## src/rtl/enc_pkg.sv

```systemverilog
`default_nettype none
// ============================================================================
// Module      : enc_pkg
// Description : Shared types and constants for the multi-channel encoder
//               counter (channel FSM states, counting modes, filter length).
// Revision    : 1.0 - initial release
// ============================================================================
package enc_pkg;

    // Per-channel control states
    typedef enum logic [1:0] {
        IDLE   = 2'd0,
        WAIT_Z = 2'd1,
        ACTIVE = 2'd2
    } enc_state_t;

    // Counting modes
    localparam int MODE_CUM = 0;  // cumulative: Z only snapshots
    localparam int MODE_REV = 1;  // per revolution: Z snapshots then clears

    // Stability window of the optional glitch filter, in clocks
    localparam int FILT_LEN = 4;

endpackage
`default_nettype wire

```

## src/rtl/enc_cnt_ch.sv

```systemverilog
`default_nettype none
// ============================================================================
// Module      : enc_cnt_ch
// Description : One encoder channel: A/Z synchroniser, optional stability
//               filter (ENC_GLITCH_FILTER_EN), rising-edge detect, arm/index
//               FSM, counter with sticky overflow, and Z snapshot register.
// Ports       : clk, rst (async, active-high), i_arm (level), i_a/i_z (raw
//               async pins), o_a/o_z (edge pulses), o_cnt, o_snap,
//               o_snap_vld, o_overflow, o_ready.
// Macros      : ENC_GLITCH_FILTER_EN - enables the per-signal stability filter
// Revision    : 1.0 - initial release
// ============================================================================
module enc_cnt_ch
    import enc_pkg::*;
#(
    parameter int CW       = 64,
    parameter int MODE     = MODE_CUM,
    parameter int SYNC_STG = 2
) (
    input  logic          clk,
    input  logic          rst,
    input  logic          i_arm,
    input  logic          i_a,
    input  logic          i_z,
    output logic          o_a,
    output logic          o_z,
    output logic [CW-1:0] o_cnt,
    output logic [CW-1:0] o_snap,
    output logic          o_snap_vld,
    output logic          o_overflow,
    output logic          o_ready
);

    // Bit 0 carries A, bit 1 carries Z through the whole input path.
    logic [1:0]                w_raw;
    logic [SYNC_STG-1:0][1:0]  r_sync;
    logic [1:0]                w_sync;
    logic [1:0]                w_clean;
    logic [1:0]                r_prev;
    logic [1:0]                r_pls;
    logic                      w_a_edge;
    logic                      w_z_edge;

    enc_state_t                r_state;
    enc_state_t                w_state_nxt;

    logic [CW-1:0]             r_cnt;
    logic [CW-1:0]             r_snap;
    logic                      r_snap_vld;
    logic                      r_ovf;
    logic                      r_ready;
    logic [CW-1:0]             w_cnt_inc;
    logic                      w_cnt_max;

    assign w_raw  = {i_z, i_a};
    assign w_sync = r_sync[SYNC_STG-1];

    always_ff @(posedge clk or posedge rst) begin
        if (rst) begin
            r_sync <= '0;
        end else begin
            r_sync <= {r_sync[SYNC_STG-2:0], w_raw};
        end
    end

`ifdef ENC_GLITCH_FILTER_EN
    localparam int c_filt_w = $clog2(FILT_LEN + 1);

    // A new level is accepted only after it has differed from the accepted
    // level for FILT_LEN consecutive clocks; any bounce restarts the run.
    for (genvar g = 0; g < 2; g++) begin : g_filt
        logic [c_filt_w-1:0] r_run;
        logic                r_lvl;

        always_ff @(posedge clk or posedge rst) begin
            if (rst) begin
                r_run <= '0;
                r_lvl <= 1'b0;
            end else if (w_sync[g] == r_lvl) begin
                r_run <= '0;
            end else if (r_run == c_filt_w'(FILT_LEN - 1)) begin
                r_lvl <= w_sync[g];
                r_run <= '0;
            end else begin
                r_run <= r_run + c_filt_w'(1);
            end
        end

        assign w_clean[g] = r_lvl;
    end
`else
    assign w_clean = w_sync;
`endif

    // Registered edge pulses; these drive both the outputs and the counter.
    always_ff @(posedge clk or posedge rst) begin
        if (rst) begin
            r_prev <= '0;
            r_pls  <= '0;
        end else begin
            r_prev <= w_clean;
            r_pls  <= w_clean & ~r_prev;
        end
    end

    assign w_a_edge = r_pls[0];
    assign w_z_edge = r_pls[1];

    always_ff @(posedge clk or posedge rst) begin
        if (rst) begin
            r_state <= IDLE;
        end else begin
            r_state <= w_state_nxt;
        end
    end

    always_comb begin
        w_state_nxt = r_state;
        if (!i_arm) begin
            w_state_nxt = IDLE;
        end else begin
            case (r_state)
                IDLE:    w_state_nxt = WAIT_Z;
                WAIT_Z:  if (w_z_edge) w_state_nxt = ACTIVE;
                ACTIVE:  w_state_nxt = ACTIVE;
                default: w_state_nxt = IDLE;
            endcase
        end
    end

    assign w_cnt_inc = r_cnt + CW'(1);
    assign w_cnt_max = &r_cnt;

    always_ff @(posedge clk or posedge rst) begin
        if (rst) begin
            r_cnt      <= '0;
            r_snap     <= '0;
            r_snap_vld <= 1'b0;
            r_ovf      <= 1'b0;
            r_ready    <= 1'b0;
        end else begin
            r_snap_vld <= 1'b0;
            // Tracks the next state so O_READY equals (state == ACTIVE).
            r_ready    <= (w_state_nxt == ACTIVE);
            if (r_state == IDLE && i_arm) begin
                r_cnt <= '0;
                r_ovf <= 1'b0;
            end else if (r_state == ACTIVE) begin
                if (w_z_edge) begin
                    // A coincident A edge is included in the snapshot.
                    r_snap     <= w_a_edge ? w_cnt_inc : r_cnt;
                    r_snap_vld <= 1'b1;
                end
                if (w_z_edge && MODE == MODE_REV) begin
                    r_cnt <= '0;
                end else if (w_a_edge) begin
                    r_cnt <= w_cnt_inc;
                    if (w_cnt_max) begin
                        r_ovf <= 1'b1;
                    end
                end
            end
        end
    end

    assign o_a        = w_a_edge;
    assign o_z        = w_z_edge;
    assign o_cnt      = r_cnt;
    assign o_snap     = r_snap;
    assign o_snap_vld = r_snap_vld;
    assign o_overflow = r_ovf;
    assign o_ready    = r_ready;

endmodule
`default_nettype wire

```

## src/rtl/enc_cnt_multi.sv

```systemverilog
`default_nettype none
// ============================================================================
// Module      : enc_cnt_multi
// Description : NCH independent encoder counters sharing clock, reset and
//               arm. Per-channel vectors are packed with channel k at
//               [k*CW +: CW].
// Ports       : CLK, I_RST (async, active-high), I_ARM, I_A/I_Z [NCH] raw
//               pins, O_A/O_Z [NCH] edge pulses, O_CNT/O_SNAP [NCH*CW],
//               O_SNAP_VLD, O_OVERFLOW, O_READY [NCH].
// Macros      : ENC_GLITCH_FILTER_EN - per-channel glitch filter on A and Z
// Revision    : 1.0 - initial release
// ============================================================================
module enc_cnt_multi
    import enc_pkg::*;
#(
    parameter int NCH      = 2,
    parameter int CW       = 64,
    parameter int MODE     = MODE_CUM,
    parameter int SYNC_STG = 2
) (
    input  logic              CLK,
    input  logic              I_RST,
    input  logic              I_ARM,
    input  logic [NCH-1:0]    I_A,
    input  logic [NCH-1:0]    I_Z,
    output logic [NCH-1:0]    O_A,
    output logic [NCH-1:0]    O_Z,
    output logic [NCH*CW-1:0] O_CNT,
    output logic [NCH*CW-1:0] O_SNAP,
    output logic [NCH-1:0]    O_SNAP_VLD,
    output logic [NCH-1:0]    O_OVERFLOW,
    output logic [NCH-1:0]    O_READY
);

    for (genvar k = 0; k < NCH; k++) begin : g_ch
        enc_cnt_ch #(
            .CW       (CW),
            .MODE     (MODE),
            .SYNC_STG (SYNC_STG)
        ) u_ch (
            .clk        (CLK),
            .rst        (I_RST),
            .i_arm      (I_ARM),
            .i_a        (I_A[k]),
            .i_z        (I_Z[k]),
            .o_a        (O_A[k]),
            .o_z        (O_Z[k]),
            .o_cnt      (O_CNT[k*CW +: CW]),
            .o_snap     (O_SNAP[k*CW +: CW]),
            .o_snap_vld (O_SNAP_VLD[k]),
            .o_overflow (O_OVERFLOW[k]),
            .o_ready    (O_READY[k])
        );
    end

endmodule
`default_nettype wire

```

## config.mk

```make
export PLATFORM = sky130hd
export DESIGN_NAME = enc_cnt_multi
export DESIGN_NICKNAME = d
export VERILOG_FILES = /design/src/rtl/enc_pkg.sv /design/src/rtl/enc_cnt_ch.sv /design/src/rtl/enc_cnt_multi.sv
export SDC_FILE = /design/constraint.sdc
export NUM_CORES = 1
export LEC_CHECK = 0
export CORE_UTILIZATION = 30
export CTS_CLUSTER_SIZE = 40
export DETAILED_ROUTE_END_ITERATION = 7
export GPL_ROUTABILITY_DRIVEN = 0
export PLACE_DENSITY = 0.51
export SLEW_MARGIN = 20
export SYNTH_ARGS = -nofsm -noshare
export SYNTH_HDL_FRONTEND = slang
export SYNTH_HIERARCHICAL = 1
export SYNTH_SLANG_ARGS = --single-unit
```

## constraint.sdc

```tcl
create_clock -name CLK -period 4.48 [get_ports CLK]
set_input_delay 0.448 -clock CLK [delete_from_list [all_inputs] [get_ports CLK]]
set_output_delay 0.448 -clock CLK [all_outputs]
set_load 0.1 [all_outputs]
```

# Word-level counts from Yosys, hierarchy flattened
# Cells that the tools add are included.
# W data, S select, Z words.
# classes
n_addsub,2
n_bitwise,6
n_reduce_logical,16
n_mux,26
n_eq_ne,6
# op_table
operator,count
$mux W64,6
$add A64 B1 Y64 const B,2
$reduce_and A64 Y1,2
$mux W1,14
$pmux W2 S3,2
$reduce_and A3 Y1,4
$reduce_bool A2 Y1,6
$eq A2 B2 Y1 const B,4
$mux W2,4
$and A2 B2 Y2,2
$eq A2 B1 Y1 const B,2
$logic_not A2 Y1,2
$not A2 Y2,2
$logic_and A1 B1 Y1,2
$not A1 Y1,2
# totals
wordCells,76
out_inout_bits,266
input_bits,7
register_bits,282

# Logic depth before layout (Yosys ltp)
# Gate-level depths: netlist (run 1).
# depth
depth_word,5
ltp_mapped,8
depth_no_buf,6

# Hierarchy
# The synthesis (run 1) kept the hierarchy.
# modules_own_cells
module,seq_area_each_um2,instances,cells_per_inst,area_each_um2
enc_cnt_ch at g_ch[0].u_ch,3528.4,1,856,7793.7
enc_cnt_ch at g_ch[1].u_ch,3528.4,1,858,7654.8

# Worst setup path before layout (run 1)
# No wires, ideal clock.
# synth_path
path_type,register to register
start,reg g_ch[0].u_ch.r_cnt[0]
end,reg g_ch[0].u_ch.r_snap[54]
path_stages_with_launch,8
setup_ps,82
arrival_ps,2911
t_required_ps,4398
path_slack_ps,1487
period_less_slack_ps,2993
n_path_buf,1
path_cell_list,dfrtp_1 -> ha_1 -> clkbuf_8 -> inv_1 -> nor4_2 -> nand2_1 -> or4_1 -> a31oi_1
# synth_between
elab_chain_len,2
# synth_rtl
item,line_no,text
start: declaration,enc_cnt_ch.sv:47,logic [CW-1:0] r_cnt;
start signal: assignment,enc_cnt_ch.sv:157,r_cnt <= w_cnt_inc;
$add A64 B1 Y64,enc_cnt_ch.sv:131,assign w_cnt_inc = r_cnt + CW'(1);
$mux W64,enc_cnt_ch.sv:151,r_snap <= w_a_edge ? w_cnt_inc : r_cnt;
end signal: assignment,enc_cnt_ch.sv:151,
end: declaration,enc_cnt_ch.sv:48,logic [CW-1:0] r_snap;
# No other way between the ends.
# A chain may end at the register's enable or synchronous reset.

# Worst setup path in the final report (run 1)
# layout_path
start,reg g_ch[0].u_ch.r_cnt[10]
end,reg g_ch[0].u_ch.r_snap[54]
# Same word-level chain as after synthesis.

==> summary.md, run 1 <==
| Metric | Value |
|---|---|
| CP arrival | 3.65 ns |
| Ant. Diodes | 0 |
| Syn Inst Count | 1714 |
| H-tree levels | 2 |
| Post-synth top area share | 0.457 |
| Post-CTS Setup Bufs | 0 |
| Worst slew pin tran | 1.14 ns |
| Post_cts resized | 0 |
| Drt drc | 0 |
| CTS Hold Buffers Added | 0 |
| Total area of sequential cells | 0.00706 mm2 |
| # Max-Cap Violations | 0 |
| Worst skew pair latency | 0.57 ns |
| CTS tree | built |
| Iteration-0 DRC Markers | 1199 |
| Distinct cells, synth | 76 |
| Vias in the first global route | 13.7k |
| #FFs+latches synth | 282 |
| Most numerous cell in the Yosys netlist | dfrtp_1 |
| Worst-path cell chain | nand4_2 > nor4_1 > nand2_1 > or4_1 > a31oi_1 |
| PD cells | 395 mW/mm2 |
| Pint | 4.98 mW |
| # rows | 82 |
| Clock power frac | 0.395 |
| Synth Cell Area | 0.0154 mm2 |
| Final min period | 3.17 ns |
| Sw Share | 0.364 |
| Hold worst-path end | g_ch[0].u_ch/r_prev[1] |
| IO buf count | 272 |
| Reg-to-reg endpoint | g_ch[0].u_ch/o_snap[54] |
| Ys flop type | dfrtp_1 |
| Via/cell ratio | 5.59 |
| Fin Setup TNS | 0 ns |
| Final worst-path cycle share | 0.707 |
| RSZ-0062 raised after global routing | false |
| Critical path's largest stage delay | 0.84 ns |
| Setup ws final | 1.31 ns |
| Max Clk Rate | 316 MHz |
| Crit. End Element | register |
| CTS sink cnt | 282 |
| Total grt overflow | 0 |
| CTS Buffer Depth | 3 |
| Synth top area cells | dfrtp_1, nand2_1, o21ai_0 |
| Core box area | 0.0505 mm2 |
| Die width | 229 um |
| Die area | 0.0524 mm2 |
| Multi-input logic area | 0.00767 mm2 |
| CP max stage cell | nor4_1 |
| Slew Limit Fails | 0 |
| Post-DRT Antenna Nets | 0 |
| Synth Area per Inst | 9.01 um2 |
| Clk_skew | 0.0376 ns |
| Yosys warning count | 6 |
| Area Growth Syn to Fin | 28.4% |
| Reg clk slew, reported paths | 0.06 ns |
| Min-delay src | g_ch[0].u_ch/w_clean[1] |
| Syn_nets | 1723 |
| Max-slew headroom | 0.235 |
| Seq pwr share | 0.369 |
| WHS Path Cells | 0 |
| Fin util | 0.393 |
| DRT Wirelength | 56600 um |
| Critical R2R Launch | g_ch[0].u_ch/o_cnt[10] |
| Initial antenna violation count | 3 |
| R2R cell count | 5 |
| DR vias | 14.6k |
| Sw Pwr | 2.85 mW |
| Type of origin of the critical path | register |
| Status | complete, no violations |
| Pin count of the biggest net entering global routing | 93 |
| Pleak | 7.56 nW |
| CTS Buf Count | 36 |
| Routed len/inst | 21.7 um |
| CTS root buffer | clkbuf_16 |
| Final hold violations | 0 |
| # nets final | 1920 |
| Io pins | 273 |
| Comb pwr share | 0.237 |
| Layout cell share with drive strength beyond 1 | 0.0754 |
| Chip height | 229 um |
| FF-to-FF setup slack | 1.31 ns |
| Critical-path maximum fanout | 16 |
| Post-place setup slack | 1.40 ns |
| Sequential area share after synthesis | 0.457 |
| Total Power | 7.83 mW |
| Setup Crit Path Kind | reg -> reg |
| Post-synth EDFFs | 0 |
| Hold WC Path Type | reg -> reg |
| Yosys top cell by area | dfrtp_1 |
| Peak supply drop | 0.271 mV |
| FILL cells | 5045 |
| WP data required | 4.97 ns |
| Global-route wire length before repair | 86600 um |
| Initial Util | 0.306 |
| WHS | 0.349 ns |
| Post-synth ARST share | 1.00 |
| Drt first pass iters | 6 |
| Synth top cells by count | dfrtp_1, nand2_1, o21ai_0, nand3_1, nor2_1 |
| Total global-route track usage | 0.210 |
| Final HPWL DP | 39400 um |
| Count of final setup violators | 0 |
[layer usage]
layer	track usage	share of wire	vias to the layer above
met1	0.293	0.45	7238
met2	0.321	0.45	469
li1	-	-	6776
met3	0.0474	0.074	86
met5	0	0.00060	-
met4	0.0677	0.026	6
[cells in the final DEF (no fill, tap or decap), types with 15 or more instances in the layout]
cell type and n:
xor2_1 33, dfrtp_1 282, and2_1 21, nand2_1 228, inv_1 29, nor4_2 17
nor4_1 29, xnor2_1 36, a31oi_1 68, o21ai_0 144, clkbuf_16 37, o21ai_1 15
a21oi_1 46, nor2_1 88, clkdlybuf4s50_1 272, and4_1 21, o211ai_1 19, or4_1 37
and3_1 25, buf_4 22, nor3_1 28, nand3_1 96, nand4_1 64, or3_1 33
o31ai_1 37
[through the flow]
step                area, um2  std cells
floorplan               15400       1714
global placement        18600       2545
detailed placement      18600       2545
CTS                     19800       2609
global route            19800       2609
finish                  19800       2609
[cells by family (layout without fill, tap and decap cells)]
group                      count (synthesis)  count (layout)  synth area share
DFF                                      282             282             0.457
xor gates and xnor gates                  69              69            0.0391
muxes                                      8               8           0.00518
and+or+nand+nor                          754             754             0.271
buffers and inverters                    167             390            0.0492
adders and majority gates                  2               2           0.00162
AOI/OAI and AO/OA                        432             432             0.177
[power by group through the flow]
stage	Clock [mW]	Combinational [mW]	Sequential, mW
after floorplan	0	0.288	4.00
after global placement	0	1.86	2.93
after detailed placement	0	1.86	2.93
after CTS	3.18	1.86	2.89
after global routing	3.26	1.92	2.91
final	3.09	1.85	2.89
[worst max-delay path by stage]
stage,cells past startpoint,slack [ns],endpoint,startpoint
6_report,5,1.31,g_ch[0].u_ch/o_snap[54],g_ch[0].u_ch/o_cnt[10]
3_5_place_dp,5,1.40,g_ch[0].u_ch/o_snap[54],g_ch[0].u_ch/o_cnt[10]
5_1_grt,5,1.09,g_ch[0].u_ch/o_snap[54],g_ch[0].u_ch/o_cnt[10]
2_1_floorplan,1,0.25,g_ch[0].u_ch/o_cnt[0],I_RST
4_1_cts,5,1.40,g_ch[0].u_ch/o_snap[54],g_ch[0].u_ch/o_cnt[10]
3_3_place_gp,5,1.52,g_ch[1].u_ch/o_snap[57],g_ch[1].u_ch/o_cnt[17]
[worst max-delay path, delay by kind of cell, from the launching register on]
| kind | cells | cell delay [ns] |
|---|---|---|
| flops | 1 | 0.52 |
| compound gates | 1 | 0.17 |
| simple gates | 4 | 2.42 |
[registers in the layout, summed over array words and instances (netlist names)]
| register | cells |
|---|---|
| g_ch.u_ch/o_cnt | 128 |
| g_ch.u_ch/o_overflow | 2 |
| g_ch.u_ch/o_ready | 2 |
| g_ch.u_ch/o_snap | 128 |
| g_ch.u_ch/o_snap_vld | 2 |
| g_ch.u_ch/r_pls | 4 |
| g_ch.u_ch/r_prev | 4 |
| g_ch.u_ch/r_state | 4 |
| g_ch.u_ch/r_sync | 4 |
| g_ch.u_ch/w_clean | 4 |
[area by class of cell]
cell class              count  share of cell area
flip-flops and latches    282               0.356
multi-input cells        1265               0.386
clock buffers              52              0.0540
inverters                  31             0.00637
repair buffers            295               0.147
well taps                 672              0.0424
clock inverters            12             0.00858
No activity file was read; power rests on OpenSTA's default activity.
==> inputs of run 2 (changes only) <==
PLACE_DENSITY = 0.49   (was 0.51)
clock period = 3.32 ns   (was 4.48 ns; I/O delays follow)
==> run 2 against run 1 <==
Net effect:
- die area is the same
- design area grew 0.48%
- critical path type unchanged
- highest routed layer unchanged
- core utilization grew 0.19 points
- sequential power grew 35%
- final cell count grew 1.2%
- clock skew shrank 0.0062 ns
==> summary.md, run 2 (synthesis results as in run 1) <==
| Metric | Value |
|---|---|
| Status | complete, no violations |
| R2R cell count | 6 |
| DR vias | 14.7k |
| FILL cells | 5099 |
| Total area of sequential cells | 0.00706 mm2 |
| Iteration-0 DRC Markers | 1377 |
| # Max-Cap Violations | 0 |
| Pin count of the biggest net entering global routing | 142 |
| # rows | 82 |
| Post-CTS Setup Bufs | 0 |
| Slew Limit Fails | 0 |
| Core box area | 0.0505 mm2 |
| CP arrival | 3.37 ns |
| Sw Share | 0.363 |
| Io pins | 273 |
| Drt drc | 0 |
| Routed len/inst | 21.7 um |
| Clock power frac | 0.393 |
| Reg clk slew, reported paths | 0.06 ns |
| Routed wl met3 | 3600 um |
| Total grt overflow | 0 |
| Post_cts resized | 0 |
| Final HPWL DP | 40000 um |
| Post-DRT Antenna Nets | 0 |
| Vias in the first global route | 13.7k |
| Reg-to-reg endpoint | g_ch[0].u_ch/o_snap[58] |
| Final min period | 2.93 ns |
| Layout cell share with drive strength beyond 1 | 0.123 |
| Ant. Diodes | 0 |
| Max Clk Rate | 341 MHz |
| Die width | 229 um |
| Initial antenna violation count | 1 |
| Peak supply drop | 0.396 mV |
| Met2 WL | 25600 um |
| H-tree levels | 2 |
| Post-place setup slack | 0.511 ns |
| Worst slew pin tran | 1.13 ns |
| FF-to-FF setup slack | 0.39 ns |
| Final hold violations | 0 |
| Count of final setup violators | 0 |
| Most frequent cells in the layout | dfrtp_1, nand2_1, clkdlybuf4s50_1 |
| Final worst-path cycle share | 0.882 |
| # nets final | 1950 |
| Setup ws final | 0.392 ns |
| Clk_skew | 0.0314 ns |
| Seq pwr share | 0.369 |
| Hold worst-path end | g_ch[1].u_ch/r_sync[1] |
| Min-delay src | I_Z[1] |
| Multi-input logic area | 0.00766 mm2 |
| CTS root buffer | clkbuf_16 |
| Via/cell ratio | 5.57 |
| PD cells | 529 mW/mm2 |
| Sw Pwr | 3.83 mW |
| Critical R2R Launch | g_ch[0].u_ch/o_cnt[0] |
| Hold WC Path Type | in -> reg |
| Chip height | 229 um |
| Comb pwr share | 0.238 |
| Die area | 0.0524 mm2 |
| Worst skew pair latency | 0.56 ns |
| Fin Setup TNS | 0 ns |
| Total global-route track usage | 0.214 |
| IO buf count | 272 |
| Drt first pass iters | 7 |
| DRT Wirelength | 57200 um |
| Global-route wire length before repair | 87700 um |
| WHS Path Cells | 1 |
| CTS Buffer Depth | 3 |
| Pint | 6.72 mW |
| Cell count after placement | 2574 |
| Setup Crit Path Kind | reg -> reg |
| CTS sink cnt | 282 |
| Most common library cell in the layout ignoring fill and taps | dfrtp_1 |
| DR top layer | met5 |
| Area Growth Syn to Fin | 29.1% |
| Initial Util | 0.306 |
| Type of origin of the critical path | register |
| Non-Filler Instances | 2640 |
| WP data required | 3.77 ns |
| CTS Buf Count | 37 |
| Max-slew headroom | 0.245 |
| CTS tree | built |
| Critical-path maximum fanout | 11 |
| Crit. End Element | register |
| RSZ-0062 raised after global routing | false |
| Met1 WL | 26600 um |
| Pleak | 7.85 nW |
| CTS Hold Buffers Added | 0 |
run 2: cell types whose count changed in the layout (fill, tap and decap cells not counted), sizes merged, moves of 2 or more:
cell	delta
buf	+97
clkdlybuf4s50	-68
clkbuf	+5
inv	-2
run 2: power groups by stage:
stage                     Clock (mW)  Combinational (mW)  Sequential [mW]
after CTS                       4.29                2.53             3.90
after detailed placement           0                2.53             3.96
final                           4.15                2.51             3.89
after global placement             0                2.52             3.95
after global routing            4.40                2.61             3.92
after floorplan                    0               0.389             5.40
run 2: worst max path at each step:
stage          slack [ns]                       to  cells past startpoint                  start
3_3_place_gp         0.62  g_ch[0].u_ch/o_snap[58]                      6  g_ch[0].u_ch/o_cnt[0]
5_1_grt              0.25  g_ch[0].u_ch/o_snap[58]                      6  g_ch[0].u_ch/o_cnt[0]
3_5_place_dp         0.51  g_ch[0].u_ch/o_snap[58]                      6  g_ch[0].u_ch/o_cnt[0]
6_report             0.39  g_ch[0].u_ch/o_snap[58]                      6  g_ch[0].u_ch/o_cnt[0]
4_1_cts              0.47  g_ch[0].u_ch/o_snap[58]                      6  g_ch[0].u_ch/o_cnt[0]
2_1_floorplan        0.33  g_ch[0].u_ch/o_snap[54]                      7  g_ch[0].u_ch/o_cnt[0]
run 2: routing by layer:
metal,vias to the layer above,GRT usage
li1,6834,-
met1,7299,0.305
met2,480,0.323
met3,79,0.0408
met4,2,0.0704
met5,-,0
run 2: final cells by class:
class | instances | share of cell area
Clock buffer | 57 | 0.0562
Inverter | 31 | 0.00621
Sequential cell | 282 | 0.354
Timing Repair Buffer | 324 | 0.151
Tap cell | 672 | 0.0422
Multi-Input combinational cell | 1265 | 0.384
Clock inverter | 9 | 0.00640
run 2: through the flow:
stage | power, mW | hold slack, ns | utilization | instance area [um2]
6_report | 10.6 | 0.239 | 0.395 | 19900
3_5_place_dp | 6.48 | 0.335 | 0.370 | 18700
3_3_place_gp | 6.47 | 0.333 | 0.370 | 18700
4_1_cts | 10.7 | 0.206 | 0.395 | 19900
2_1_floorplan | 5.79 | 0.331 | - | 15500
5_1_grt | 10.9 | 0.220 | 0.395 | 19900
run 2: critical path: stages, from the launching register on:
cell and delay (ns):
dfrtp_1 0.45, ha_1 0.43, inv_1 0.13, nor4_2 0.55
nand2_1 0.47, or4_1 0.62, a31oi_1 0.17
==> inputs of run 3 (changes only) <==
--- a/config.mk
+++ b/config.mk
@@ -6,4 +6,5 @@
 export NUM_CORES = 1
 export LEC_CHECK = 0
+export ABC_CLOCK_PERIOD_IN_PS = 3320
 export CORE_UTILIZATION = 30
 export CTS_CLUSTER_SIZE = 40
@@ -16,2 +17,3 @@
 export SYNTH_HIERARCHICAL = 1
 export SYNTH_SLANG_ARGS = --single-unit
+export TNS_END_PERCENT = 1
==> constraint.sdc (replaced) <==
create_clock -name CLK -period 3.32 [get_ports CLK]
set_input_delay 0.996 -clock CLK [delete_from_list [all_inputs] [get_ports CLK]]
set_output_delay 0.996 -clock CLK [all_outputs]
set_load 0.1 [all_outputs]
==> run 3 against run 2 <==
Net effect:
- design area is 1.8% lower
- critical path depth grew 2
- count of clock-buffer cells in the layout grew 1
- sequential share of layout area grew 0.64 points
- non-clock buffer count rose by 20
- setup slack gained 0.20 ns
- core utilization down 0.70 points
- largest cell class unchanged
- largest power group unchanged
==> summary.md, run 3 (synthesis results as in run 1) <==
| Metric | Value |
|---|---|
| Status | complete, no violations |
| R2R cell count | 8 |
| Total Power | 10.4 mW |
| Most frequent cells in the layout | buf_4, dfrtp_1, nand2_1 |
| WP data required | 3.80 ns |
| Initial Util | 0.306 |
| Fin util | 0.388 |
| H-tree levels | 2 |
| Worst slew pin tran | 1.01 ns |
| Critical R2R Launch | g_ch[0].u_ch/o_cnt[0] |
| Min-delay src | g_ch[0].u_ch/r_sync[1] |
| Total global-route track usage | 0.217 |
| Reg-to-reg endpoint | g_ch[0].u_ch/o_snap[58] |
| Post-place setup slack | 0.327 ns |
| Most common library cell in the layout ignoring fill and taps | buf_4 |
| Setup ws final | 0.596 ns |
| Final HPWL DP | 41100 um |
| CTS Buf Count | 37 |
| Chip height | 229 um |
| DR vias | 14.8k |
| Io pins | 273 |
| Core box area | 0.0505 mm2 |
| CP arrival | 3.20 ns |
| CTS root buffer | clkbuf_16 |
| Peak supply drop | 0.362 mV |
| Drt drc | 0 |
| Pin count of the biggest net entering global routing | 93 |
| Clk_skew | 0.0261 ns |
| WHS Path Cells | 0 |
| Area Growth Syn to Fin | 26.8% |
| CTS tree | built |
| # nets final | 1970 |
| Final worst-path cycle share | 0.821 |
| Total grt overflow | 0 |
| Initial antenna violation count | 2 |
| CTS Hold Buffers Added | 0 |
| Post-CTS Setup Bufs | 0 |
| Layout cell share with drive strength beyond 1 | 0.231 |
| Hold WC Path Type | reg -> reg |
| Slew Limit Fails | 0 |
| DRT Wirelength | 57500 um |
| Reg clk slew, reported paths | 0.06 ns |
| Count of final setup violators | 0 |
| Vias in the first global route | 14.1k |
| Type of origin of the critical path | register |
| PD cells | 530 mW/mm2 |
| Setup Crit Path Kind | reg -> reg |
| Iteration-0 DRC Markers | 1336 |
| RSZ-0062 raised after global routing | false |
| FF-to-FF setup slack | 0.60 ns |
| Critical-path maximum fanout | 16 |
| Crit. End Element | register |
| # rows | 82 |
| Hold worst-path end | g_ch[0].u_ch/w_clean[1] |
| CTS sink cnt | 282 |
| Pleak | 8.31 nW |
| Post-DRT Antenna Nets | 0 |
| Post_cts resized | 0 |
| Max-slew headroom | 0.329 |
| Max Clk Rate | 367 MHz |
| Routed len/inst | 21.6 um |
| Final min period | 2.72 ns |
| Final hold violations | 0 |
| IO buf count | 272 |
| # Max-Cap Violations | 0 |
| CTS Buffer Depth | 3 |
| Drt first pass iters | 6 |
| Global-route wire length before repair | 89200 um |
| Worst skew pair latency | 0.56 ns |
| Die width | 229 um |
| Die area | 0.0524 mm2 |
| Via/cell ratio | 5.56 |
## run 3: cell types whose count changed in the layout (fill, tap and decap cells not counted)
cell / change
buf_12: +3
clkdlybuf4s50_1: -198
clkbuf_16: +2
clkinv_2: -2
buf_4: +215
diode_2: +1
clkinvlp_4: +1
bufinv_16: -3
clkbuf_8: -1
clkinv_4: +1
## run 3: worst max-delay path by stage
stage | from | endpoint | slack (ns) | cells past startpoint
detailed placement | I_ARM | g_ch[0].u_ch/o_cnt[62] | 0.33 | 6
finish | g_ch[0].u_ch/o_cnt[0] | g_ch[0].u_ch/o_snap[58] | 0.60 | 8
global placement | I_ARM | g_ch[0].u_ch/o_cnt[62] | 0.34 | 6
global route | g_ch[1].u_ch/o_cnt[7] | g_ch[1].u_ch/o_cnt[45] | 0.37 | 5
floorplan | I_RST | g_ch[1].u_ch/o_cnt[0] | -1.46 | 1
CTS | g_ch[0].u_ch/o_cnt[0] | g_ch[0].u_ch/o_snap[58] | 0.62 | 8
## run 3: report_power, final
group	switching (mW)	internal, mW	total [mW]
Sequential	0.223	3.66	3.88
Clock	1.63	2.39	4.02
Combinational	2.01	0.463	2.47
## run 3: per-layer routing
layer | wire [um] | GRT usage | vias up
met5 | 13 | 0 | -
met2 | 26100 | 0.333 | 486
met3 | 3710 | 0.0479 | 84
met4 | 1180 | 0.0544 | 2
met1 | 26600 | 0.307 | 7335
li1 | - | - | 6865
## run 3: cell type report
type                    instances  area [um2]
diodes                          1        2.50
clock buffers                  58        1160
clock inverters                 6        42.5
fillers                      5130       30900
inverters                      31         125
multi-input cells            1265        7660
flip-flops and latches        282        7060
well taps                     672         841
repair buffers                344        2700
## run 3: per-stage QoR
stage | area [um2] | std cells | setup TNS [ns] | hold slack (ns)
after global placement | 18400 | 2594 | 0 | 0.333
after detailed placement | 18400 | 2594 | 0 | 0.335
after global routing | 19600 | 2658 | 0 | 0.350
final | 19600 | 2659 | 0 | 0.347
after CTS | 19600 | 2658 | 0 | 0.348
after floorplan | 15500 | 1714 | -205.47 | 0.331
## run 3: worst max-delay path, cell delays in order, from the launching register on
cell and delay (ns):
dfrtp_1 0.50, ha_1 0.46, inv_1 0.14, nor4_2 0.38, buf_4 0.22, nand2_1 0.05, buf_4 0.21, or4_1 0.51
a31oi_1 0.17
